--- src/rtl/pbpix_fifo.sv ---
// pbpix_fifo: pbpix rdy/ack FIFO carrying a DW-bit payload plus a per-beat
// zero flag. It has an occupancy count and a synchronous flush.
// Optional build macro PBPIX_FIFO_ZGATE_EN:
//   - zero beats skip the payload write;
//   - dst_data reads as 0 whenever dst_zero is set.
module pbpix_fifo #(
   parameter int DW    = 8,
   parameter int DEPTH = 4,
   parameter int AW    = $clog2(DEPTH)
) (
   input  logic          i_clk,
   input  logic          i_rstn,
   input  logic          i_flush,
   input  logic          src_rdy,
   output logic          src_ack,
   input  logic          src_zero,
   input  logic [DW-1:0] src_data,
   output logic          dst_rdy,
   input  logic          dst_ack,
   output logic          dst_zero,
   output logic [DW-1:0] dst_data,
   output logic [AW:0]   o_cnt
);

   // Storage is never reset.
   // The outputs are masked while the FIFO is empty, so stale contents never show.
   logic [DW-1:0] data_mem [DEPTH];
   logic          zero_mem [DEPTH];

   logic [AW:0]   wptr, rptr, cnt;
   logic [AW-1:0] widx, ridx;
   logic          full, empty, push, pop;

   assign widx  = wptr[AW-1:0];
   assign ridx  = rptr[AW-1:0];
   assign full  = (wptr[AW] != rptr[AW]) && (widx == ridx);
   assign empty = (wptr == rptr);

   // The ack depends only on registered state and flush.
   // The consumer side (dst_ack) has no combinational path to it.
   assign src_ack = !full && !i_flush;
   assign dst_rdy = !empty;
   assign push    = src_rdy && src_ack;
   assign pop     = dst_rdy && dst_ack;
   assign o_cnt   = cnt;

   // Pointer and occupancy update.
   // Flush overrides everything, including a same-cycle pop.
   always_ff @(posedge i_clk or negedge i_rstn) begin
      if (!i_rstn) begin
         wptr <= '0;
         rptr <= '0;
         cnt  <= '0;
      end else if (i_flush) begin
         wptr <= '0;
         rptr <= '0;
         cnt  <= '0;
      end else begin
         if (push) wptr <= wptr + (AW+1)'(1);
         if (pop)  rptr <= rptr + (AW+1)'(1);
         case ({push, pop})
            2'b10:   cnt <= cnt + (AW+1)'(1);
            2'b01:   cnt <= cnt - (AW+1)'(1);
            default: cnt <= cnt;
         endcase
      end
   end

   // Zero-flag write. The flag is always stored with the beat.
   always_ff @(posedge i_clk) begin
      if (push) zero_mem[widx] <= src_zero;
   end

   // Payload write. With gating, a zero beat leaves the payload entry untouched.
   always_ff @(posedge i_clk) begin
`ifdef PBPIX_FIFO_ZGATE_EN
      if (push && !src_zero) data_mem[widx] <= src_data;
`else
      if (push) data_mem[widx] <= src_data;
`endif
   end

   // Head read, indexed by the registered read pointer.
   // The outputs are forced to 0 when the FIFO is empty so they read 0 after reset.
   always_comb begin
      dst_zero = 1'b0;
      dst_data = '0;
      if (!empty) begin
         dst_zero = zero_mem[ridx];
`ifdef PBPIX_FIFO_ZGATE_EN
         dst_data = zero_mem[ridx] ? '0 : data_mem[ridx];
`else
         dst_data = data_mem[ridx];
`endif
      end
   end

endmodule

--- config.mk ---
export PLATFORM = sky130hd
export DESIGN_NAME = pbpix_fifo
export DESIGN_NICKNAME = d
export VERILOG_FILES = /design/src/rtl/pbpix_fifo.sv
export SDC_FILE = /design/constraint.sdc
export NUM_CORES = 1
export LEC_CHECK = 0
export CAP_MARGIN = 20
export CELL_PAD_IN_SITES_DETAIL_PLACEMENT = 2
export CELL_PAD_IN_SITES_GLOBAL_PLACEMENT = 2
export CORE_ASPECT_RATIO = 1.25
export CORE_MARGIN = 3
export CORE_UTILIZATION = 35
export DETAILED_ROUTE_END_ITERATION = 16
export PLACE_DENSITY = 0.74
export SLEW_MARGIN = 20
export SYNTH_ARGS = -nofsm -noshare
export SYNTH_HDL_FRONTEND = slang
export SYNTH_SLANG_ARGS = --single-unit
--- constraint.sdc ---
create_clock -name i_clk -period 2.94 [get_ports i_clk]
set_input_delay 0.588 -clock i_clk [delete_from_list [all_inputs] [get_ports i_clk]]
set_output_delay 0.588 -clock i_clk [all_outputs]
set_load 0.02 [all_outputs]
==> flow_results.org <==
** Worst setup path
- Critical Path Sink Type :: primary output
- Type of the setup path with the least slack :: flip-flop to primary output
- STA classifies the critical path startpoint as a flip-flop.
- Setup slack on the worst reg-to-reg path comes out at 0.15 ns.
- Required time worst endpoint :: 2.35 ns
- The endpoint identified for the worst register-to-register timing path is o_cnt[2]$_DFFE_PN0P_.
- Critical-path maximum fanout :: 11
- The startpoint identified for the worst register-to-register timing path is wptr[0]$_DFFE_PN0P_.
- Worst-case reg-to-reg path depth :: 9
- Data arrives at the worst endpoint at 2.29 ns.

** Logic synthesis
- Of the post-synthesis cell area, the dominant cell type holds 0.536.
- Synthesis produced a netlist with a net count of between 100 and 150.
- Yosys mapped a number of flops with a built-in enable equal to 36.
- In the synthesized netlist, the number of instances is 124.
- Cell area after synthesis :: 2020 um^2
- After synthesis, the share of flip-flops with an asynchronous set or reset is 0.200.
- Synthesis instantiated 30 different standard cells from the library.
- Part of the Yosys area used for sequential elements :: 0.647
- Counting flops and latches in the post-synthesis netlist gives 45.
- Dividing the synthesized area by the synthesized cell count gives 16.3 um^2.
- Of all cell types, the one taking the most synthesized area is sky130_fd_sc_hd__edfxtp_1.
- During synthesis, Yosys emitted a total of 0 warnings.
- Ranked by total cell area, the synthesized netlist is headed by sky130_fd_sc_hd__edfxtp_1 54%, sky130_fd_sc_hd__dfrtp_1 11%, sky130_fd_sc_hd__mux4_2 10%.
- Top FF cell, synth :: sky130_fd_sc_hd__edfxtp_1

** Power and ir drop
- Total power per unit cell area :: 736 nW/um^2
- VDD sags by at most 0.260 mV.
- Summed over all cells, the static leakage comes to between 0.9 and 1 nW.

** Finish
- Final core occ :: 0.464
- For this run, the post-layout net count is 183.
- The library cell used most frequently in the layout, excluding fill and tap cells, is sky130_fd_sc_hd__edfxtp_1.
- Count of antenna diodes in the layout :: 0
- Of the cells placed in the final design, the portion with a size suffix greater than 1 is 0.207.
- Summed area of non-filler cells in the final layout :: 2560 um^2
- After filler insertion, the fill cell instance count of the layout stands at 515.
- Most frequent cells in the layout :: 36 x sky130_fd_sc_hd__edfxtp_1, 27 x sky130_fd_sc_hd__clkdlybuf4s50_1, 12 x sky130_fd_sc_hd__and2_1, 12 x sky130_fd_sc_hd__nor2_1
- Compared with the post-synthesis result, the final layout area differs by 26.9%.

** Global routing
- Global-route wire length before repair :: 7260 um
- Via count of the first global-routing pass :: 1,374
- The total overflow left after global routing is 0.
- Pin count of the biggest net entering global routing :: 14
- Antenna violations before repair :: 0
- For this run, the total global-route usage over all layers was measured as 0.149.

** Placement
- Routability-driven placement finished with a final weighted congestion of 0.738.
- Number of I/O port buffers :: 27
- Detailed-placement wirelength estimate :: 3360 um
- Summing all placed instances gives a cell area of between 2000 and 2500 um^2.

** Drt
- Detailed-route via count :: 1,158
- The first TritonRoute pass finished after 4 iterations.
- Via density per instance :: 5.08
- Drt first-iter violations :: 61
- Antenna-violating nets left :: 0
- The routed design has 4640 um of wire.
- Total DRC errors in the routed layout :: 0
- Avg WL per Cell :: 20.4 um

** Status
- Result of the run :: completed

** Timing
- Relative max-transition margin :: 0.672
- Max Slew Vio Count :: 0
- Final Hold Vio Count :: 0
- Setup violations remaining at the end of the flow were counted as 0.
- Time the final worst path needs with I/O delays and setup :: between 2 and 3 ns
- At the pin with the least slew margin, the transition time is roughly 0.5 ns.
- The clock arrives with 0.00605 ns of skew.
- Dividing the final minimum period by the clock period gives 0.981.
- Maximum operating frequency :: 347 MHz

** Die
- Floorplan die area :: 6720 um^2
- In this run the count of I/O pins placed on the die edge is 28.
- The total area inside the core boundary comes to 5520 um^2.
- Number of placement rows :: 30
- From left edge to right edge, the die measures approximately 74 um.
- The initial utilization of the core area, before any placement, comes to 0.366.
- In this run the vertical extent of the chip is 90.9 um.

** Clocking
- Number of hold buffers added after CTS :: 0
- Number of sinks driven by the clock tree :: 45
- CTS tree :: done
- After clock tree synthesis, the clock-pin slew on the worst setup and hold paths is 0.08 ns.
- Root buffer selected by CTS :: sky130_fd_sc_hd__clkbuf_8
- Clock Tree Buf Depth :: 2
- Clock latency on the worst-skew pair, taken at its later pin, is 0.30 ns.
- CTS HTree Levels :: 2
- TritonCTS Buffers :: 5

** Flow run
- Number of max-cap violations :: 0

** Min path
- Min-delay worst type :: primary input to asynchronous set/reset pin
## routing by layer
layer  track usage  vias to the layer above  wire [um]
li1              -                      532          -
met1         0.177                      598       1870
met2         0.255                       22       2560
met3        0.0267                        6        128
met4        0.0680                        0         78
met5             0                        -          0
## cell usage after synthesis (all sizes together) (2+ instances only)
master and number:
nand2 2, o21ai 2, nor2 12, mux4 9, xor2 4, and2 12
clkbuf 3, xnor2 5, inv 6, edfxtp 36, mux2i 3, dfrtp 9
ha 5
## cell type report
class	instances	area, um^2	share of cell area
clock buffers	7	86.3	0.0337
clock inverters	1	30.0	0.0117
inverters	6	26.3	0.0103
multi-input cells	69	694	0.271
flip-flops and latches	45	1310	0.510
well taps	64	80.1	0.0313
repair buffers	36	338	0.132
## state kept, by name, indices dropped and copies added (netlist names)
register and flops:
data_mem 32, o_cnt 3, rptr 3, wptr 3, zero_mem 4
## worst max-delay path: stages (launching register included)
cell                              delay, ns
sky130_fd_sc_hd__dfrtp_1               0.48
sky130_fd_sc_hd__xnor2_2               0.26
sky130_fd_sc_hd__and3_4                0.27
sky130_fd_sc_hd__clkinvlp_4            0.23
sky130_fd_sc_hd__and2_1                0.22
sky130_fd_sc_hd__clkdlybuf4s50_1       0.54
## kinds of logic (layout without fill, tap and decap cells)
logic type / after synthesis / after routing / share of synthesized area
buffers and inverters: 10 / 50 / 0.0192
AOI/OAI and AO/OA: 9 / 9 / 0.0459
muxes: 13 / 13 / 0.121
xor gates and xnor gates: 9 / 9 / 0.0428
adders and majority gates: 6 / 6 / 0.0409
DFF: 45 / 45 / 0.647
and+or+nand+nor: 32 / 32 / 0.0831
## power by group
part / total [W] / switching, W / internal [W]
clock network: 0.000478 / 0.000201 / 0.000277
registers: 0.000766 / 0.0000389 / 0.000727
logic: 0.000640 / 0.000325 / 0.000315
## repair_timing
action | 4_1_cts | 5_1_grt
pin swaps | 0 | 1
gates resized for setup | 0 | 3
setup endpoints to repair | 1 | 9
setup buffers | 0 | 2
## through the flow
step	power, W	cells	worst slack (ns)	hold WS (ns)	TNS, ns
after global placement	0.00136	218	0.359	0.579	0
after global routing	0.00197	228	-0.0336	0.620	-0.238
after CTS	0.00189	226	-0.00154	0.605	-0.00154
after detailed placement	0.00140	218	0.201	0.608	0
after floorplan	0.00114	124	0.740	0.292	0
final	0.00188	228	0.0570	0.601	0
## how the worst max path moves through the flow
stage | from | endpoint | slack (ns) | cells past startpoint
final | wptr[0]$_DFFE_PN0P_ | dst_data[3] | 0.06 | 5
after global routing | wptr[0]$_DFFE_PN0P_ | dst_zero | -0.03 | 5
after CTS | rptr[2]$_DFFE_PN0P_ | dst_data[3] | -0.002 | 5
after detailed placement | src_rdy | o_cnt[2]$_DFFE_PN0P_ | 0.20 | 7
after global placement | src_rdy | o_cnt[2]$_DFFE_PN0P_ | 0.36 | 7
after floorplan | i_flush | data_mem[3][0]$_DFFE_PP_ | 0.74 | 2
Note: power is estimated with default switching activity, not from simulation.
